<file path="src/rtl/multi_winner_selector.sv">
// End-of-game result unit: snapshots N scores on game_over, scans one per clock
// for high score / winner / tie set. Optional per-player win counters via WIN_TALLY_EN.
`ifdef WIN_TALLY_EN
module win_counter (
   input  logic       clock,
   input  logic       reset,
   input  logic       inc,
   output logic [7:0] count
);
   always_ff @(posedge clock or posedge reset) begin
      if (reset)                       count <= '0;
      else if (inc && count != 8'hFF)  count <= count + 8'd1;
   end
endmodule
`endif

module multi_winner_selector #(
   parameter  int NUM_PLAYERS = 4,
   parameter  int SCORE_W     = 14,
   localparam int IDW         = (NUM_PLAYERS > 2) ? $clog2(NUM_PLAYERS) : 1
) (
   input  logic                           clock,
   input  logic                           reset,
   input  logic                           game_over,
   input  logic [NUM_PLAYERS*SCORE_W-1:0] scores,
   output logic                           busy,
   output logic                           result_valid,
   output logic [IDW-1:0]                 winner_id,
   output logic                           tie,
   output logic [NUM_PLAYERS-1:0]         tie_mask,
   output logic [SCORE_W-1:0]             high_score,
   output logic [NUM_PLAYERS*SCORE_W-1:0] final_scores,
   output logic [NUM_PLAYERS*8-1:0]       win_tally
);
   typedef enum logic [1:0] {IDLE, SCAN, DONE} state_t;

   state_t                                state;
   logic [NUM_PLAYERS-1:0][SCORE_W-1:0]   snap;
   logic [IDW-1:0]                        idx, id, id_n;
   logic [SCORE_W-1:0]                    best, best_n, cur;
   logic [NUM_PLAYERS-1:0]                mask, mask_n;
   logic                                  last, finish, tie_n;

   assign final_scores = snap;

   // Next scan accumulator for the snapshot entry at idx.
   always_comb begin
      cur    = snap[idx];
      best_n = best;
      mask_n = mask;
      id_n   = id;
      if (idx == '0) begin
         best_n    = cur;
         mask_n    = '0;
         mask_n[0] = 1'b1;
         id_n      = '0;
      end else if (cur > best) begin
         best_n      = cur;
         mask_n      = '0;
         mask_n[idx] = 1'b1;
         id_n        = idx;
      end else if (cur == best) begin
         mask_n[idx] = 1'b1;
      end
   end

   assign tie_n  = |(mask_n & (mask_n - 1'b1));
   assign last   = (idx == IDW'(NUM_PLAYERS - 1));
   assign finish = (state == SCAN) && game_over && last;

   always_ff @(posedge clock or posedge reset) begin
      if (reset) begin
         state        <= IDLE;
         snap         <= '0;
         idx          <= '0;
         id           <= '0;
         best         <= '0;
         mask         <= '0;
         busy         <= 1'b0;
         result_valid <= 1'b0;
         winner_id    <= '0;
         tie          <= 1'b0;
         tie_mask     <= '0;
         high_score   <= '0;
      end else begin
         case (state)
            IDLE: if (game_over) begin
               snap  <= scores;
               idx   <= '0;
               busy  <= 1'b1;
               state <= SCAN;
            end
            SCAN: begin
               // game_over dropping mid-scan aborts with nothing published
               if (!game_over) begin
                  busy  <= 1'b0;
                  state <= IDLE;
               end else begin
                  best <= best_n;
                  mask <= mask_n;
                  id   <= id_n;
                  if (finish) begin
                     winner_id    <= id_n;
                     tie_mask     <= mask_n;
                     high_score   <= best_n;
                     tie          <= tie_n;
                     result_valid <= 1'b1;
                     busy         <= 1'b0;
                     state        <= DONE;
                  end else begin
                     idx <= idx + 1'b1;
                  end
               end
            end
            DONE: if (!game_over) begin
               result_valid <= 1'b0;
               winner_id    <= '0;
               tie          <= 1'b0;
               tie_mask     <= '0;
               high_score   <= '0;
               state        <= IDLE;
            end
            default: state <= IDLE;
         endcase
      end
   end

`ifdef WIN_TALLY_EN
   for (genvar i = 0; i < NUM_PLAYERS; i++) begin : g_tally
      win_counter u_cnt (
         .clock (clock),
         .reset (reset),
         .inc   (finish && !tie_n && (id_n == IDW'(i))),
         .count (win_tally[i*8 +: 8])
      );
   end
`else
   assign win_tally = '0;
`endif
endmodule

</file>
<file path="config.mk">
export PLATFORM = sky130hd
export DESIGN_NAME = multi_winner_selector
export DESIGN_NICKNAME = d
export VERILOG_FILES = /design/src/rtl/multi_winner_selector.sv
export SDC_FILE = /design/constraint.sdc
export NUM_CORES = 1
export LEC_CHECK = 0
export CAP_MARGIN = 40
export CELL_PAD_IN_SITES_DETAIL_PLACEMENT = 0
export CELL_PAD_IN_SITES_GLOBAL_PLACEMENT = 1
export CORE_ASPECT_RATIO = 1.75
export CORE_MARGIN = 3
export CORE_UTILIZATION = 33
export CTS_CLUSTER_SIZE = 28
export DETAILED_ROUTE_END_ITERATION = 8
export GPL_ROUTABILITY_DRIVEN = 0
export PLACE_DENSITY_LB_ADDON = 0.15
export SYNTH_ARGS = -nofsm -noshare
export SYNTH_HDL_FRONTEND = slang
export SYNTH_SLANG_ARGS = --single-unit
</file>
<file path="constraint.sdc">
create_clock -name clock -period 3.35 [get_ports clock]
set_input_delay 0.67 -clock clock [delete_from_list [all_inputs] [get_ports clock]]
set_output_delay 0.67 -clock clock [all_outputs]
set_load 0.03 [all_outputs]
</file>
; ---- Word-level counts from Yosys, hierarchy flattened
; Index checks and enable logic that the tools add are counted.
[totals]
mem_count = 0
in_bits = 59
mem_bits_ro = 0
regBits = 103
ramBits = 0
out_inout_bits = 111
latch_bits = 0
word_cells = 88
[op_classes]
reduce_logical = 14
n_shift = 0
div_mod_pow = 0
addsub = 2
eq_ne = 10
n_mul = 0
n_mux = 42
bitwise_logic = 2
magnitude_cmp = 3
[op_table]
columns = cell, count
row1 = $mux 14, 6
row2 = $bmux 14 s2, 1
row3 = $pmux 14 s2, 1
row4 = $mux 4, 6
row5 = $mux 2, 11
row6 = $eq 14x14->1, 1
row7 = $gt 14x14->1, 1
row8 = $ne 2x2->1 const B, 5
row9 = $mux 1, 9
row10 = $pmux 2 s2, 2
row11 = $pmux 4 s2, 1
row12 = $reduce_and 4->1, 2
row13 = $pmux 1 s2, 3
row14 = $pmux 2 s3, 1
row15 = $reduce_and 3->1, 2
row16 = $and 4x4->4, 1
row17 = $eq 2x2->1 const B, 2
row18 = $logic_not 2->1, 2
row19 = $or 4x4->4, 1
row20 = $reduce_and 2->1, 2
row21 = $reduce_bool 2->1, 2
row22 = $reduce_or 4->1, 1
row23 = $sub 4x1->4 const B, 1
row24 = $logic_and 1x1->1, 3
row25 = 6 further kinds, 6

; ---- Depth between registers and ports, before layout
[logic_depth]
word_depth = 14
depth_mapped = 13
mapped_depth_nobuf = 10

; ---- Worst setup path after synthesis
; OpenSTA, ideal clock, no wires.
[synth_path]
path_kind = register -> register
from = reg idx[1]
to = reg best[13]
setup_ns = 0.125
arrival_time_ns = 3.343
period_less_slack_ns = 3.468
slack_ns = -0.118
required_ns = 3.225
path_stages_with_launch = 12
n_path_buf = 3
path_cell_list = dfrtp_1 > clkbuf_1 > buf_2 > mux4_2 > ha_1 > nand4_2 > o21bai_1 > a311o_1 > a21oi_4 > o21ai_4 > buf_6 > mux2_4
[synth_between]
elab_chain_len = 5
elab_cells_between_ends = 6
cone_classes = order compare (1) / mux (4) / reduce/logical (1)
[synth_rtl]
columns = element, line
row1 = from (decl), 39  ; logic [IDW-1:0] idx, id, id_n;
row2 = from (signal assigned), 111  ; idx <= idx + 1'b1;
row3 = $bmux 14 s2, 48  ; cur = snap[idx];
row4 = $mux 14 (not written as such), 48
row5 = $gt 14x14->1, 57  ; end else if (cur > best) begin
row6 = $mux 14, 57
row7 = $mux 14 *, 52  ; if (idx == '0) begin
row8 = to (signal assigned), 99  ; best <= best_n;
row9 = to (decl), 40  ; logic [SCORE_W-1:0] best, best_n, cur;
; Every way passes the cells marked *; elsewhere a longest branch is shown, timed or not. The select of a mux whose other input is x is not followed.
; A chain may end at the register's enable or synchronous reset.

; ---- Final worst setup path
[layout_path]
from = reg idx[0]
to = reg tie
[layout_between]
elab_chain_len = 14
elab_cells_between_ends = 24
cone_classes = add/sub (1) / order compare (3) / eq/ne (3) / mux (10) / bitwise (2) / reduce/logical (5)
[layout_rtl]
columns = element, line
row1 = "parallel branches: the longest is 14 deep, another holds $gt 14x14->1", n/a
row2 = to (signal assigned), 106  ; tie <= tie_n;
row3 = to (decl), 29  ; output logic tie,
; Several ways; the timed one is not identified. The select of a mux whose other input is x is not followed.

==> summary by stage <==
Job
The number of violations of the max-capacitance limit is 0.

CTS
CTS saw ~100 sinks. The CTS tree is yes. After clock tree synthesis, the flow added hold-fix buffers numbering 0.

The insertion delay of the later-clocked pin in the worst-skew pair is 0.35 ns. The maximum clock path buffer count is 2. Clock-pin slew was measured on the worst setup and hold paths at about 0.07 ns.

Clock tree synthesis selected as its root buffer the cell sky130_fd_sc_hd__clkbuf_16. In this run the number of H-tree levels came out at 3. The number of buffers inserted during clock tree synthesis is 9.

Yosys
The cell count after synthesis came out at 421. The number of flip-flops and latches in the synthesized netlist is 103. Yosys attributes the largest share of cell area to sky130_fd_sc_hd__dfrtp_1 49%, sky130_fd_sc_hd__mux2_2 13%, sky130_fd_sc_hd__mux4_2 6.0%. The yosys synthesis warning count is 0.

The synthesized design devotes to its leading area cell type 49.31% of total area. Among all flip-flop cells after synthesis, the most frequent one is sky130_fd_sc_hd__dfrtp_1. The cell accounting for the most synthesized area is sky130_fd_sc_hd__dfrtp_1. The post-synthesis cell type count is 45. The total standard cell area after synthesis is 5228 sq um. The number of enable-type register cells in the synthesized netlist is 0. In the synthesized netlist the async set-or-reset flop fraction comes to 100.0%.

The synthesized area divided by synthesized cell count is 12.42 sq um. Sequential cells were found to cover 49.31% of the synthesized design area.

Drt
The post-detailed-route via-to-cell ratio is 4.821. The count of antenna-violating nets left after detailed routing is 0. After the first detailed-routing iteration, the DRC count stood at between 100 and 150.

The via count of the routed design is 3736. The number of detailed-route iterations in the first pass is 4. The final layout contains routed wiring with a total length of around 14000 um. In the final routed layout, each cell accounts on average for roughly 18 um. After detailed routing, the number of remaining DRC violations is 0.

Pwr
Dividing total power by cell area gives a power density of 824.5 nW/um^2. The static leakage is 3.154 nW. The maximum vdd drop is 0.3262 mV.

Floorplanning
The row count is 60. The die is 172.5 um tall. For this configuration, the core starts out at a cell density of 33.80%. 170 I/O pins were placed. The horizontal extent of the die is 101.1 um. The region available for standard cell placement spans about 15000 sq um. The floorplan die area is ~17000 sq um.

Worst setup path
In this run the worst setup path begins at idx[0]. The largest fanout on the critical path is 6. In this run the critical register-to-register path is launched from idx[0]. The arrival time reported for the critical path endpoint is around 3.5 ns.

The kind of start point of the critical path is a flip-flop. The worst setup path is of the flip-flop to flip-flop kind. For the worst setup path, the data required time is 3.58 ns. On the critical path, the stage with the largest delay is an instance of sky130_fd_sc_hd__mux4_2. The worst setup path is captured at a flip-flop. The most frequent cell on the critical path is sky130_fd_sc_hd__buf_4. On the worst path, the slowest cell contributes a delay of 0.53 ns. The signal on the critical path passes through buf_12, mux4_2, ha_1, nand4_1, buf_4, a311o_1, buf_4, a21o_2, o22ai_1, a221o_1, a22oi_2.

GRT
The via count of the first global-routing pass is 4124. In this run the most used layer during global routing was met2. The number of antenna violations at the first check in global routing is 0.

The met3 track demand over resource is under 10%. The first global-routing pass estimated 22070 um of wire. For met1 alone, demand over resource in global routing was 19.05%.

The overall global routing resource usage is 16.32%. Entering global routing, the biggest net connects 104 pins. In the global route stage, met2 resource usage came out at between 20% and 30%.

For this run the aggregate overflow at the end of global routing stands at 0.

Timing
Setup violations remaining at the end of the flow were counted as 0. The worst path in the final design needs a cycle of 3.225 ns, including I/O delays and setup. Setup repair after global routing could not meet its margin everywhere.

The actual transition at the worst max-transition pin is between 0.6 and 0.7 ns. The share of the cycle needed by the critical path after routing is around 96%. In this run the tightest slew margin relative to its limit is between 50% and 60%. The setup skew after layout is roughly 0.012 ns.

The number of hold-slack violations in the final timing report is 0. The max-slew violation count is 0. For this run, the top clock speed supported by timing is 0.3101 GHz.

Placement
The number of cells in the design after placement is 757. Summed over all nets, the half-perimeter wirelength after detailed placement is a little over 10000 um. The count of buffers added on input and output ports is 137.

The post-detailed-placement cell area is 6922 sq um.

Cells and area
The signed area change from the synthesized netlist to the final layout is 39.85%. The most common library cell in the layout ignoring fill and taps is sky130_fd_sc_hd__clkdlybuf4s50_1. In the layout the commonest cells are 137 x sky130_fd_sc_hd__clkdlybuf4s50_1, 103 x sky130_fd_sc_hd__dfrtp_1, 61 x sky130_fd_sc_hd__mux2_2. The share of cells above drive strength 1 is 25.34%.

For this run, the post-layout net count is 660. Summing all non-filler instances in the final layout gives an area of 7311 sq um. The finished layout holds around 780 standard cells, fillers aside.

Hold path
In this run the most critical hold path is launched from tie_mask[3]. The tightest min-delay check is of the flip-flop to flip-flop type.

Status
The flow ran to the end, and the final reports show no timing, DRC or antenna violations.
## registers in the layout, indices dropped and copies added, names as in the netlist
signal	count
mask	4
result_valid	1
tie	1
tie_mask	4
idx	2
state	2
high_score	14
best	14
winner_id	2
busy	1
id	2
final_scores	56
## critical path: cells and delay by family (launching register included)
family,cells,cell delay (ns)
compound gates,5,1.10
mux,1,0.53
fa+ha+maj,1,0.34
buf+inv,3,0.52
simple gates,1,0.20
flops,1,0.43
## power breakdown
| group | total, mW | internal, mW | leakage [nW] | switching [mW] |
|---|---|---|---|---|
| registers | 1.85 | 1.58 | 1.25 | 0.276 |
| logic | 2.98 | 1.44 | 1.73 | 1.54 |
| clock network | 1.20 | 0.705 | 0.167 | 0.491 |
## stage by stage
stage / utilization (%) / setup TNS (ns) / power [mW] / hold WS, ns / setup WS [ns]
final: 47.27 / 0 / 6.027 / 0.4759 / 0.1250
after global routing: 47.26 / -0.3382 / 6.429 / 0.4962 / -0.06059
after CTS: 47.08 / 0 / 6.060 / 0.4838 / 0.04150
after detailed placement: 44.76 / -0.04417 / 4.824 / 0.4674 / -0.01507
after global placement: 44.68 / 0 / 4.791 / 0.4613 / 0.01802
after floorplan: - / 0 / 3.669 / 0.4478 / 0.05462
## synth_stat cells (2+ instances only)
library cell,count
sky130_fd_sc_hd__nand2_1,34
sky130_fd_sc_hd__ha_1,18
sky130_fd_sc_hd__buf_4,32
sky130_fd_sc_hd__a21oi_1,13
sky130_fd_sc_hd__clkbuf_1,13
sky130_fd_sc_hd__a21o_1,5
sky130_fd_sc_hd__mux2_4,8
sky130_fd_sc_hd__nand2b_1,3
sky130_fd_sc_hd__dfrtp_1,103
sky130_fd_sc_hd__mux4_2,14
sky130_fd_sc_hd__o31ai_1,6
sky130_fd_sc_hd__nand3_1,3
sky130_fd_sc_hd__nor2b_1,2
sky130_fd_sc_hd__mux2_2,61
sky130_fd_sc_hd__buf_6,2
sky130_fd_sc_hd__o22ai_1,3
sky130_fd_sc_hd__nand4_1,2
sky130_fd_sc_hd__buf_2,6
sky130_fd_sc_hd__o21ai_0,24
sky130_fd_sc_hd__nor2_1,8
sky130_fd_sc_hd__a21boi_0,2
sky130_fd_sc_hd__inv_1,22
sky130_fd_sc_hd__mux2i_1,15
## cells by family (layout without fill, tap and decap cells)
| family | after synthesis | count (layout) | synth area share, % |
|---|---|---|---|
| multiplexers | 98 | 98 | 24.34 |
| AND/OR/NAND/NOR | 59 | 59 | 5.385 |
| buffers and inverters | 75 | 211 | 8.114 |
| adder cells (fa/ha/maj) | 18 | 18 | 4.308 |
| AO/OA/AOI/OAI | 67 | 67 | 8.473 |
| flip-flops | 103 | 103 | 49.31 |
| other | 1 | 33 | 0.07174 |
## layer usage
metal | up-vias | part of all wire (%) | wire, um
met5 | - | 0 | 0
met4 | 0 | 2.7 | 366
met3 | 22 | 3.9 | 538
met2 | 110 | 55 | 7494
met1 | 1859 | 39 | 5310
li1 | 1745 | - | -
## worst paths after layout
path | end | slack (ns) | depth (start not counted)
hold / removal | tie_mask[3] | 0.48 | 2
hold reg to reg | tie_mask[3] | 0.48 | 2
setup / recovery | tie | 0.12 | 11
max in group asynchronous | final_scores[15] | 2.10 | 3
setup reg to reg | tie | 0.12 | 11
min in group asynchronous | final_scores[21] | 0.84 | 3
## cell type report
cell class	instances	area (sq um)
antenna	1	2.502
inverter	22	86.33
clock buffer	11	252.7
fill	1417	8154
timing repair buffer	173	1699
multi-input combinational	274	2374
clock inverter	5	86.33
tap	186	232.7
sequential	103	2577
## what timing repair did
item,4_1_cts,5_1_grt
pin swaps,1,1
endpoints found under the setup margin,5,14
gates resized for setup,0,6
setup buffers,1,0
(Power assumes the default switching activity.)
